==> src/rtl/bus_out_arbiter_pkg.sv <==
// rtl/bus_out_arbiter_pkg.sv - shared widths, lane encodings and footprint helper
package bus_out_arbiter_pkg;

  localparam int DATA_SIZE    = 8;
  localparam int LG_DATA_SIZE = 3;
  localparam int BUS_W        = 2 * DATA_SIZE;

  localparam logic [1:0] VALID_PART_NONE = 2'b00;
  localparam logic [1:0] VALID_PART_LO   = 2'b01;
  localparam logic [1:0] VALID_PART_HI   = 2'b10;
  localparam logic [1:0] VALID_PART_ALL  = 2'b11;

  // Bits of the output bus a request would drive: its lanes plus the optional extra bit.
  function automatic logic [BUS_W-1:0] footprint(input logic [1:0] validPart,
                                                 input logic [LG_DATA_SIZE:0] index,
                                                 input logic enable);
    logic [BUS_W-1:0] mask;
    mask = {{DATA_SIZE{validPart[1]}}, {DATA_SIZE{validPart[0]}}};
    if (enable) mask[index] = 1'b1;
    return mask;
  endfunction

endpackage

==> src/rtl/bus_out_arbiter_if.sv <==
// rtl/bus_out_arbiter_if.sv - slot request / mux output bundle of the bus arbiter
interface bus_out_arbiter_if;
  import bus_out_arbiter_pkg::*;

  logic                    req0, req1;
  logic [BUS_W-1:0]        instOut0, instOut1;
  logic [1:0]              validPart0, validPart1;
  logic [LG_DATA_SIZE:0]   extraBitToSet0, extraBitToSet1;
  logic [1:0]              extraBitValue0, extraBitValue1;
  logic                    gnt0, gnt1;
  logic [BUS_W-1:0]        muxInstOut0, muxInstOut1;
  logic [1:0]              muxValidPart0, muxValidPart1;
  logic [LG_DATA_SIZE:0]   muxExtraBitToSet0, muxExtraBitToSet1;
  logic [1:0]              muxExtraBitValue0, muxExtraBitValue1;
  logic                    prio;
  logic [15:0]             conflictCount;

  modport master (
    output req0, req1, instOut0, instOut1, validPart0, validPart1,
           extraBitToSet0, extraBitToSet1, extraBitValue0, extraBitValue1,
    input  gnt0, gnt1, muxInstOut0, muxInstOut1, muxValidPart0, muxValidPart1,
           muxExtraBitToSet0, muxExtraBitToSet1, muxExtraBitValue0, muxExtraBitValue1,
           prio, conflictCount
  );

  modport slave (
    input  req0, req1, instOut0, instOut1, validPart0, validPart1,
           extraBitToSet0, extraBitToSet1, extraBitValue0, extraBitValue1,
    output gnt0, gnt1, muxInstOut0, muxInstOut1, muxValidPart0, muxValidPart1,
           muxExtraBitToSet0, muxExtraBitToSet1, muxExtraBitValue0, muxExtraBitValue1,
           prio, conflictCount
  );

endinterface

==> src/rtl/bus_footprint.sv <==
// rtl/bus_footprint.sv - combinational footprint of one slot; zero when not requesting
module bus_footprint
  import bus_out_arbiter_pkg::*;
(
  input  logic                  req,
  input  logic [1:0]            validPart,
  input  logic [LG_DATA_SIZE:0] extraBitToSet,
  input  logic                  extraBitEn,
  output logic [BUS_W-1:0]      fp
);

  assign fp = req ? footprint(validPart, extraBitToSet, extraBitEn) : '0;

endmodule

==> src/rtl/bus_out_arbiter.sv <==
// rtl/bus_out_arbiter.sv - two-slot round-robin arbiter for the shared PE output bus
// Optional saturating conflict counter enabled by BUS_ARB_STATS_EN.
module bus_out_arbiter
  import bus_out_arbiter_pkg::*;
#(
  parameter bit PRIO_INIT = 1'b0
)(
  input logic         clk,
  input logic         reset,
  bus_out_arbiter_if.slave bus
);

  logic [BUS_W-1:0] fp0, fp1;
  logic             conflict;
  logic             gnt0, gnt1;
  logic             prio;

  bus_footprint fpSlot0 (
    .req(bus.req0), .validPart(bus.validPart0), .extraBitToSet(bus.extraBitToSet0),
    .extraBitEn(bus.extraBitValue0[1]), .fp(fp0)
  );

  bus_footprint fpSlot1 (
    .req(bus.req1), .validPart(bus.validPart1), .extraBitToSet(bus.extraBitToSet1),
    .extraBitEn(bus.extraBitValue1[1]), .fp(fp1)
  );

  // Grants depend only on this cycle's requests and prio, never on the mux registers.
  always_comb begin
    conflict = bus.req0 & bus.req1 & (|(fp0 & fp1));
    gnt0     = ~reset & bus.req0 & (~conflict | ~prio);
    gnt1     = ~reset & bus.req1 & (~conflict | prio);
  end

  assign bus.gnt0 = gnt0;
  assign bus.gnt1 = gnt1;
  assign bus.prio = prio;

  always_ff @(posedge clk) begin
    if (reset) begin
      prio <= PRIO_INIT;
    end else if (conflict) begin
      prio <= ~prio;
    end
  end

  // Non-granted slots drop their lanes and extra bit so no stale drive reaches the mux.
  always_ff @(posedge clk) begin
    if (reset) begin
      bus.muxInstOut0       <= '0;
      bus.muxValidPart0     <= VALID_PART_NONE;
      bus.muxExtraBitToSet0 <= '0;
      bus.muxExtraBitValue0 <= '0;
    end else if (gnt0) begin
      bus.muxInstOut0       <= bus.instOut0;
      bus.muxValidPart0     <= bus.validPart0;
      bus.muxExtraBitToSet0 <= bus.extraBitToSet0;
      bus.muxExtraBitValue0 <= bus.extraBitValue0;
    end else begin
      bus.muxValidPart0     <= VALID_PART_NONE;
      bus.muxExtraBitValue0 <= {1'b0, bus.muxExtraBitValue0[0]};
    end
  end

  always_ff @(posedge clk) begin
    if (reset) begin
      bus.muxInstOut1       <= '0;
      bus.muxValidPart1     <= VALID_PART_NONE;
      bus.muxExtraBitToSet1 <= '0;
      bus.muxExtraBitValue1 <= '0;
    end else if (gnt1) begin
      bus.muxInstOut1       <= bus.instOut1;
      bus.muxValidPart1     <= bus.validPart1;
      bus.muxExtraBitToSet1 <= bus.extraBitToSet1;
      bus.muxExtraBitValue1 <= bus.extraBitValue1;
    end else begin
      bus.muxValidPart1     <= VALID_PART_NONE;
      bus.muxExtraBitValue1 <= {1'b0, bus.muxExtraBitValue1[0]};
    end
  end

`ifdef BUS_ARB_STATS_EN
  logic [15:0] conflictCount;

  always_ff @(posedge clk) begin
    if (reset) begin
      conflictCount <= '0;
    end else if (conflict && conflictCount != 16'hFFFF) begin
      conflictCount <= conflictCount + 16'd1;
    end
  end

  assign bus.conflictCount = conflictCount;
`else
  assign bus.conflictCount = '0;
`endif

endmodule
==> src/flat_wrapper.sv <==
// flat-port wrapper written by rule: the top's interface ports become plain ports
module bus_out_arbiter_flat import bus_out_arbiter_pkg::*;
#(
  parameter bit PRIO_INIT = 1'b0
)
  (clk, reset, bus_req0, bus_req1, bus_instOut0, bus_instOut1, bus_validPart0, bus_validPart1, bus_extraBitToSet0, bus_extraBitToSet1, bus_extraBitValue0, bus_extraBitValue1, bus_gnt0, bus_gnt1, bus_muxInstOut0, bus_muxInstOut1, bus_muxValidPart0, bus_muxValidPart1, bus_muxExtraBitToSet0, bus_muxExtraBitToSet1, bus_muxExtraBitValue0, bus_muxExtraBitValue1, bus_prio, bus_conflictCount);
  bus_out_arbiter_if bus_i ();
  input logic clk;
  input logic reset;
  input wire logic [$bits(bus_i.req0)-1:0] bus_req0;
  input wire logic [$bits(bus_i.req1)-1:0] bus_req1;
  input wire logic [$bits(bus_i.instOut0)-1:0] bus_instOut0;
  input wire logic [$bits(bus_i.instOut1)-1:0] bus_instOut1;
  input wire logic [$bits(bus_i.validPart0)-1:0] bus_validPart0;
  input wire logic [$bits(bus_i.validPart1)-1:0] bus_validPart1;
  input wire logic [$bits(bus_i.extraBitToSet0)-1:0] bus_extraBitToSet0;
  input wire logic [$bits(bus_i.extraBitToSet1)-1:0] bus_extraBitToSet1;
  input wire logic [$bits(bus_i.extraBitValue0)-1:0] bus_extraBitValue0;
  input wire logic [$bits(bus_i.extraBitValue1)-1:0] bus_extraBitValue1;
  output wire logic [$bits(bus_i.gnt0)-1:0] bus_gnt0;
  output wire logic [$bits(bus_i.gnt1)-1:0] bus_gnt1;
  output wire logic [$bits(bus_i.muxInstOut0)-1:0] bus_muxInstOut0;
  output wire logic [$bits(bus_i.muxInstOut1)-1:0] bus_muxInstOut1;
  output wire logic [$bits(bus_i.muxValidPart0)-1:0] bus_muxValidPart0;
  output wire logic [$bits(bus_i.muxValidPart1)-1:0] bus_muxValidPart1;
  output wire logic [$bits(bus_i.muxExtraBitToSet0)-1:0] bus_muxExtraBitToSet0;
  output wire logic [$bits(bus_i.muxExtraBitToSet1)-1:0] bus_muxExtraBitToSet1;
  output wire logic [$bits(bus_i.muxExtraBitValue0)-1:0] bus_muxExtraBitValue0;
  output wire logic [$bits(bus_i.muxExtraBitValue1)-1:0] bus_muxExtraBitValue1;
  output wire logic [$bits(bus_i.prio)-1:0] bus_prio;
  output wire logic [$bits(bus_i.conflictCount)-1:0] bus_conflictCount;
  assign bus_i.req0 = bus_req0;
  assign bus_i.req1 = bus_req1;
  assign bus_i.instOut0 = bus_instOut0;
  assign bus_i.instOut1 = bus_instOut1;
  assign bus_i.validPart0 = bus_validPart0;
  assign bus_i.validPart1 = bus_validPart1;
  assign bus_i.extraBitToSet0 = bus_extraBitToSet0;
  assign bus_i.extraBitToSet1 = bus_extraBitToSet1;
  assign bus_i.extraBitValue0 = bus_extraBitValue0;
  assign bus_i.extraBitValue1 = bus_extraBitValue1;
  assign bus_gnt0 = bus_i.gnt0;
  assign bus_gnt1 = bus_i.gnt1;
  assign bus_muxInstOut0 = bus_i.muxInstOut0;
  assign bus_muxInstOut1 = bus_i.muxInstOut1;
  assign bus_muxValidPart0 = bus_i.muxValidPart0;
  assign bus_muxValidPart1 = bus_i.muxValidPart1;
  assign bus_muxExtraBitToSet0 = bus_i.muxExtraBitToSet0;
  assign bus_muxExtraBitToSet1 = bus_i.muxExtraBitToSet1;
  assign bus_muxExtraBitValue0 = bus_i.muxExtraBitValue0;
  assign bus_muxExtraBitValue1 = bus_i.muxExtraBitValue1;
  assign bus_prio = bus_i.prio;
  assign bus_conflictCount = bus_i.conflictCount;
  bus_out_arbiter #(.PRIO_INIT(PRIO_INIT)) u_core (.clk(clk), .reset(reset), .bus(bus_i));
endmodule
==> config.mk <==
export PLATFORM = sky130hd
export DESIGN_NAME = bus_out_arbiter_flat
export DESIGN_NICKNAME = d
export VERILOG_FILES = /design/src/rtl/bus_out_arbiter_pkg.sv /design/src/rtl/bus_out_arbiter_if.sv /design/src/rtl/bus_footprint.sv /design/src/rtl/bus_out_arbiter.sv /design/src/flat_wrapper.sv
export SDC_FILE = /design/constraint.sdc
export NUM_CORES = 1
export LEC_CHECK = 0
export CORE_MARGIN = 3
export CORE_UTILIZATION = 40
export CTS_BUF_LIST = sky130_fd_sc_hd__clkbuf_16
export CTS_CLUSTER_DIAMETER = 100
export DETAILED_ROUTE_END_ITERATION = 8
export GPL_TIMING_DRIVEN = 0
export PLACE_DENSITY = 0.72
export SLEW_MARGIN = 0
export SYNTH_ARGS = -nofsm -noshare
export SYNTH_HDL_FRONTEND = slang
export SYNTH_HIERARCHICAL = 1
export SYNTH_SLANG_ARGS = --single-unit
==> constraint.sdc <==
create_clock -name clk -period 2.4 [get_ports clk]
set_clock_uncertainty 0.05 [all_clocks]
set_input_delay 0.36 -clock clk [delete_from_list [all_inputs] [get_ports clk]]
set_output_delay 0.36 -clock clk [all_outputs]
set_load 0.01 [all_outputs]
== After elaboration in Yosys (flattened, before gate mapping) ==
Index checks and enable logic that the tools add are counted.

* Magnitude comparators: 4
* Bitwise logic cells: 16
* Mux-type cells: 8
* Reductions and logical operators: 5

{| class="wikitable"
|+ Operator list
! kind !! count
|-
| 16-bit two-way mux || 4
|-
| 16-bit OR || 2
|-
| 16-bit AND || 1
|-
| 16-bit OR reduction || 1
|-
| 4-bit by 5-bit less-than comparator with 1-bit output (second input constant) || 2
|-
| 1-bit demux with 4-bit select || 2
|-
| 4-bit by 1-bit >= comparator with 1-bit output (second input constant) || 2
|-
| 1-bit AND || 6
|-
| 1-bit inverter || 5
|-
| 2-bit OR reduction || 2
|-
| 1-bit logical AND || 2
|-
| 1-bit two-way mux || 2
|-
| 1-bit OR || 2
|}

* Input port bits: 52
* Register bits: 49
* Logic and storage cells: 44
* Output and inout bits: 67

== Depth between registers and ports, before layout ==
* Word-level depth: 15
* Mapped depth: 9
* Mapped depth without buffers: 7

== By module ==
Netlist, hierarchy kept.

{| class="wikitable"
|+ By module, submodules not included
! module !! cells each !! times used !! seq. area each (sq um) !! area each (sq um)
|-
| bus_out_arbiter || 337 || 1 || 980.9 || 2837.7
|-
| bus_footprint || 29 || 2 || 0.0 || 167.7
|}

== Least setup slack after synthesis ==
OpenSTA, ideal clock, no wires.

* Kind: input to output
* Start: input bus_req0
* End: output bus_gnt0
* Setup slack: 0.403 ns
* Required time: 1.990 ns
* Arrival time: 1.587 ns
* Path buffers: 0
* Stages: 6
* Path through: or3b_4 > o21ai_1 > a22o_1 > a221oi_2 > nand4_2 > a31oi_1

* Longest elaborated chain between the ends: 7
* Elaborated cells on any way between the ends: 9
* Those cells by class: mux: 1; bitwise: 7; reduce/logical: 1

{| class="wikitable"
|+ Ends and longest elaborated chain
! what !! line !! source
|-
| start: declaration || flat_wrapper.sv:10 || <nowiki>input wire logic [$bits(bus_i.req0)-1:0] bus_req0;</nowiki>
|-
| 16-bit two-way mux || bus_footprint.sv:12 || <nowiki>assign fp = req ? footprint(validPart, extraBitToSet, extraBitEn) : '0;</nowiki>
|-
| via u_core.fp0[2] || bus_out_arbiter.sv:13 || <nowiki>logic [BUS_W-1:0] fp0, fp1;</nowiki>
|-
| 16-bit AND || bus_out_arbiter.sv:30 || <nowiki>conflict = bus.req0 & bus.req1 & (|(fp0 & fp1));</nowiki>
|-
| 16-bit OR reduction || bus_out_arbiter.sv:30 ||
|-
| 1-bit AND || bus_out_arbiter.sv:30 ||
|-
| 1-bit inverter || bus_out_arbiter.sv:31 || <nowiki>gnt0 = ~reset & bus.req0 & (~conflict | ~prio);</nowiki>
|-
| 1-bit OR || bus_out_arbiter.sv:31 ||
|-
| 1-bit AND || bus_out_arbiter.sv:31 ||
|-
| end: declaration || flat_wrapper.sv:20 || <nowiki>output wire logic [$bits(bus_i.gnt0)-1:0] bus_gnt0;</nowiki>
|}

The timed path passes the listed nets, and every way through them passes these cells.

== Worst setup path after layout ==
* Start: input bus_extraBitToSet1[0]
* End: output bus_gnt1

* Longest elaborated chain between the ends: 13
* Elaborated cells on any way between the ends: 14
* Those cells by class: order compare: 2; mux: 4; bitwise: 6; reduce/logical: 2

{| class="wikitable"
|+ Ends and longest elaborated chain
! what !! line !! source
|-
| start: declaration || flat_wrapper.sv:17 || <nowiki>input wire logic [$bits(bus_i.extraBitToSet1)-1:0] bus_extraBitToSet1;</nowiki>
|-
| 4-bit by 5-bit less-than comparator with 1-bit output (implied by the code) / 4-bit by 1-bit >= comparator with 1-bit output (equally long branches) || bus_out_arbiter_pkg.sv:19 || <nowiki>if (enable) mask[index] = 1'b1;</nowiki>
|-
| 1-bit logical AND (implied by the code) || bus_out_arbiter_pkg.sv:19 ||
|-
| 1-bit two-way mux (implied by the code) || bus_out_arbiter_pkg.sv:19 ||
|-
| 1-bit demux with 4-bit select * || bus_out_arbiter_pkg.sv:19 ||
|-
| 16-bit OR (no source line) * || n/a ||
|-
| 16-bit two-way mux * || bus_out_arbiter_pkg.sv:19 ||
|-
| 16-bit two-way mux * || bus_footprint.sv:12 ||
|-
| via u_core.fp1[2] || bus_out_arbiter.sv:13 ||
|-
| 16-bit AND * || bus_out_arbiter.sv:30 ||
|-
| 16-bit OR reduction * || bus_out_arbiter.sv:30 ||
|-
| 1-bit AND * || bus_out_arbiter.sv:30 ||
|-
| 1-bit inverter * || bus_out_arbiter.sv:32 || <nowiki>gnt1 = ~reset & bus.req1 & (~conflict | prio);</nowiki>
|-
| 1-bit OR * || bus_out_arbiter.sv:32 ||
|-
| 1-bit AND * || bus_out_arbiter.sv:32 ||
|-
| end: declaration || flat_wrapper.sv:21 || <nowiki>output wire logic [$bits(bus_i.gnt1)-1:0] bus_gnt1;</nowiki>
|}

Mark *: on every way through the listed nets, which the timed path passes. The rest lies on a longest branch.

==> flow_metrics.py <==
metrics = {
    "sta": {
        "max-slew-margin-rel_pct": 52.8,
        "fin_crit_ns": 2.33,
        "worst_hold_slack_ns": 0.306,
        "tightestPinTransition_ns": 0.708,
        "fmax_mhz": 429,
        "final.setup.tns_ns": 0,
        "setup_viol": 0,
        "hold_violations": 0,
        "finalMaxSlewViolations": 0,
        "final.period_utilization_pct": 97.1,
    },
    "synthesis": {
        "synth_cell_types": 29,
        "synth_top_area_share_pct": 30.9,
        "syn_area_um2": 3170,
        "synth_area_leader_cell": "dfxtp_1",
        "ys_top_cells_by_count": "49 x dfxtp_1, 49 x nand2_1, 46 x nor2b_1, 45 x nand3_1, 42 x a21oi_1",
        "synthArstFlopShare_pct": 0,
        "synth_edf_count": 0,
        "yosysSeqAreaShare_pct": 30.9,
        "netlist_instances": 395,
        "synthFlopType": "dfxtp_1",
        "syn-mean-instance-area_um2": 8.03,
        "synth-seq-cells": 49,
        "yosysWarnings": 6,
        "synth_area_leaders": "dfxtp_1 31%, o221ai_2 9.5%, nor2b_1 9.1%, nand3_1 7.1%, a21oi_1 6.6%",
    },
    "floorplanning": {
        "pin_count": 119,
        "die_h_um": 95.1,
        "rows": 31,
        "die_area_um2": 9040,
        "die_w_um": 95.1,
        "start_util_pct": 42.4,
        "core_area_um2": 7490,
    },
    "worst_setup_path": {
        "max_stage_delay_ns": 0.25,
        "critical_path_class": "in2out",
        "crit_slowest_cell": "a221oi_2",
        "r2r_slack_ns": 0.74,
        "path_max_fanout": 10,
        "r2r_start": "u_core/bus.prio",
        "end_kind": "output pin",
        "crit_cells": 9,
        "crit_buf_inv": 3,
        "start_kind": "input pin",
        "arrival_ns": 1.92,
        "crit_top_cell": "buf_6",
        "worstSetupStartpoint": "bus_extraBitToSet1[0]",
        "crit_end": "bus_gnt1",
        "worstRegToRegCells": 5,
        "crit_family": "compound AO/OA/AOI/OAI gates",
        "path_cells": "buf_2, nand3b_1, o21ai_1, a22o_1, a221oi_2, nand4_4, buf_6, a21boi_4, buf_6",
        "r2r-end": "u_core/bus.muxInstOut1[2]",
        "required_ns": 1.99,
    },
    "hold_path": {
        "hold_path_class": "in2reg",
    },
    "placed_design": {
        "place_congestion": 0.819,
        "post-dp-hpwl_mm": 6.95,
        "port-buffer-count": 102,
    },
    "grt": {
        "grt_pass1_vias": 3129,
        "antenna_found_initial": 0,
        "grt_first_pass_wirelength_mm": 15.3,
        "grt_max_degree": 17,
        "grtUsageTotal_pct": 21.1,
        "gr-total-overflow": 0,
    },
    "route": {
        "wl_met1_mm": 4.16,
        "wire_per_inst_um": 15.4,
        "drtIter0Drc": 236,
        "top_layer": "met4",
        "drt_wl_total_mm": 9.66,
        "route.detailed.drc": 0,
        "route.met2.wl_mm": 4.81,
        "vias_per_cell": 5.41,
        "wl_met3_um": 618,
        "vias": 3404,
        "firstDrtPassIters": 4,
        "final_antenna_net_count": 0,
    },
    "finish": {
        "syn_to_final_growth_pct": 46.6,
        "num-fill-cells": 670,
        "drive_gt1_share_pct": 18.5,
        "diodes": 0,
        "layout.nets": 581,
    },
    "cts": {
        "cts-htree-levels": 2,
        "cts.sinks": 49,
        "cts_buffer_depth": 2,
        "cts_tree": "yes",
        "clockRootBuffer": "clkbuf_16",
        "insertion_delay_ns": 0.29,
        "cts_buffers": 5,
        "path_clk_slew_ns": 0.07,
    },
    "power_and_ir_drop": {
        "finalPower_w": 0.00254,
        "power.density_nw_per_um2": 545,
        "leakage_nw": 1.64,
        "ir_drop_mv": 0.407,
    },
    "flow_run": {
        "drv_cap": 0,
    },
    "status": {
        "status": "complete, no violations",
    },
}
==> cell usage in the layout, fill, tap and decap left out, types with 3 or more instances in the layout <==
master,n
clkdlybuf4s50_1,84
o221ai_1,19
nand3b_1,8
or3b_4,4
nor2b_1,46
nor2_1,3
dfxtp_1,49
nand2_1,45
nand2b_1,5
buf_2,8
nand3_1,44
and2_1,8
o221ai_2,23
clkbuf_1,18
buf_4,26
nand2_2,3
buf_1,4
a22o_1,4
conb_1,16
clkbuf_16,5
o21ai_1,21
buf_6,11
a221oi_2,3
dlygate4sd2_1,3
o21ai_0,7
a21oi_1,42
==> flip-flops by register name, indices dropped and copies added, names as in the netlist <==
signal,flops
u_core/bus.muxInstOut0,16
u_core/bus.muxInstOut1,16
u_core/bus.muxExtraBitToSet0,4
u_core/bus.muxExtraBitToSet1,4
u_core/bus.muxExtraBitValue0,2
u_core/bus.muxExtraBitValue1,2
u_core/bus.muxValidPart0,2
u_core/bus.muxValidPart1,2
u_core/bus.prio,1
==> stage by stage <==
stage | cell area (um^2) | setup WS, ns | util, % | cells
final | 4650 | 0.0706 | 62.1 | 629
after global routing | 4650 | -0.00393 | 62.1 | 629
after CTS | 4590 | 0.00686 | 61.3 | 625
after detailed placement | 4370 | -1.20 | 58.4 | 611
after global placement | 4370 | -1.20 | 58.4 | 611
after floorplan | 3230 | 0.403 | - | 410
==> routing by layer <==
metal  up-vias  track usage, %
li1       1693               -
met1      1589            28.0
met3         4            4.58
met5         -               0
met4         0            4.33
met2       118            35.2
==> worst reg2reg max path: stages (launching register included) <==
cell,delay [ns]
dfxtp_1,0.45
nand2b_1,0.16
and2_1,0.17
clkbuf_1,0.39
a21oi_1,0.17
o221ai_2,0.18
==> layout make-up <==
class                           count  area [um^2]  area share [%]
Buffer                             46          287            6.16
Inverter                            1         3.75          0.0807
Multi-Input combinational cell    314         2060            44.3
Clock buffer                        5          125            2.69
Sequential cell                    49          981            21.1
Clock inverter                      3         21.3           0.457
Tap cell                           99          124            2.66
Timing Repair Buffer              112         1050            22.6
==> repair_timing <==
item / in CTS / in global routing
hold buffers: 0 / 0
setup endpoints to repair: 51 / 44
resized for setup: 85 / 24
buffers inserted: 6 / 4
pin swaps: 6 / 8
==> report_power, final <==
group          switching [W]  total, W  internal (W)
registers          0.0000597  0.000957      0.000897
clock network       0.000318  0.000706      0.000388
logic               0.000432  0.000873      0.000441
==> cells by family (layout without fill, tap and decap cells) <==
family	count (synthesis)	in the layout	synth area share (%)
AOI/OAI and AO/OA	126	126	30.8
buffers and inverters	47	167	8.99
DFF	49	49	30.9
muxes	1	1	0.355
other	1	16	0.118
and+or+nand+nor	171	171	28.8
==> worst min-delay path by stage <==
stage,slack [ns],start,depth (start not counted),to
3_3_place_gp,0.43,u_core/bus.muxExtraBitToSet0[1],2,u_core/bus.muxExtraBitToSet0[1]
5_1_grt,0.32,bus_extraBitValue1[1],2,u_core/bus.muxExtraBitValue1[1]
4_1_cts,0.31,bus_extraBitValue0[1],2,u_core/bus.muxExtraBitValue0[1]
2_1_floorplan,0.43,bus_extraBitValue0[1],1,u_core/bus.muxExtraBitValue0[1]
6_report,0.31,bus_extraBitValue1[1],2,u_core/bus.muxExtraBitValue1[1]
3_5_place_dp,0.45,u_core/bus.muxInstOut0[5],2,u_core/bus.muxInstOut0[5]
Power figures use the tool's default switching activity.
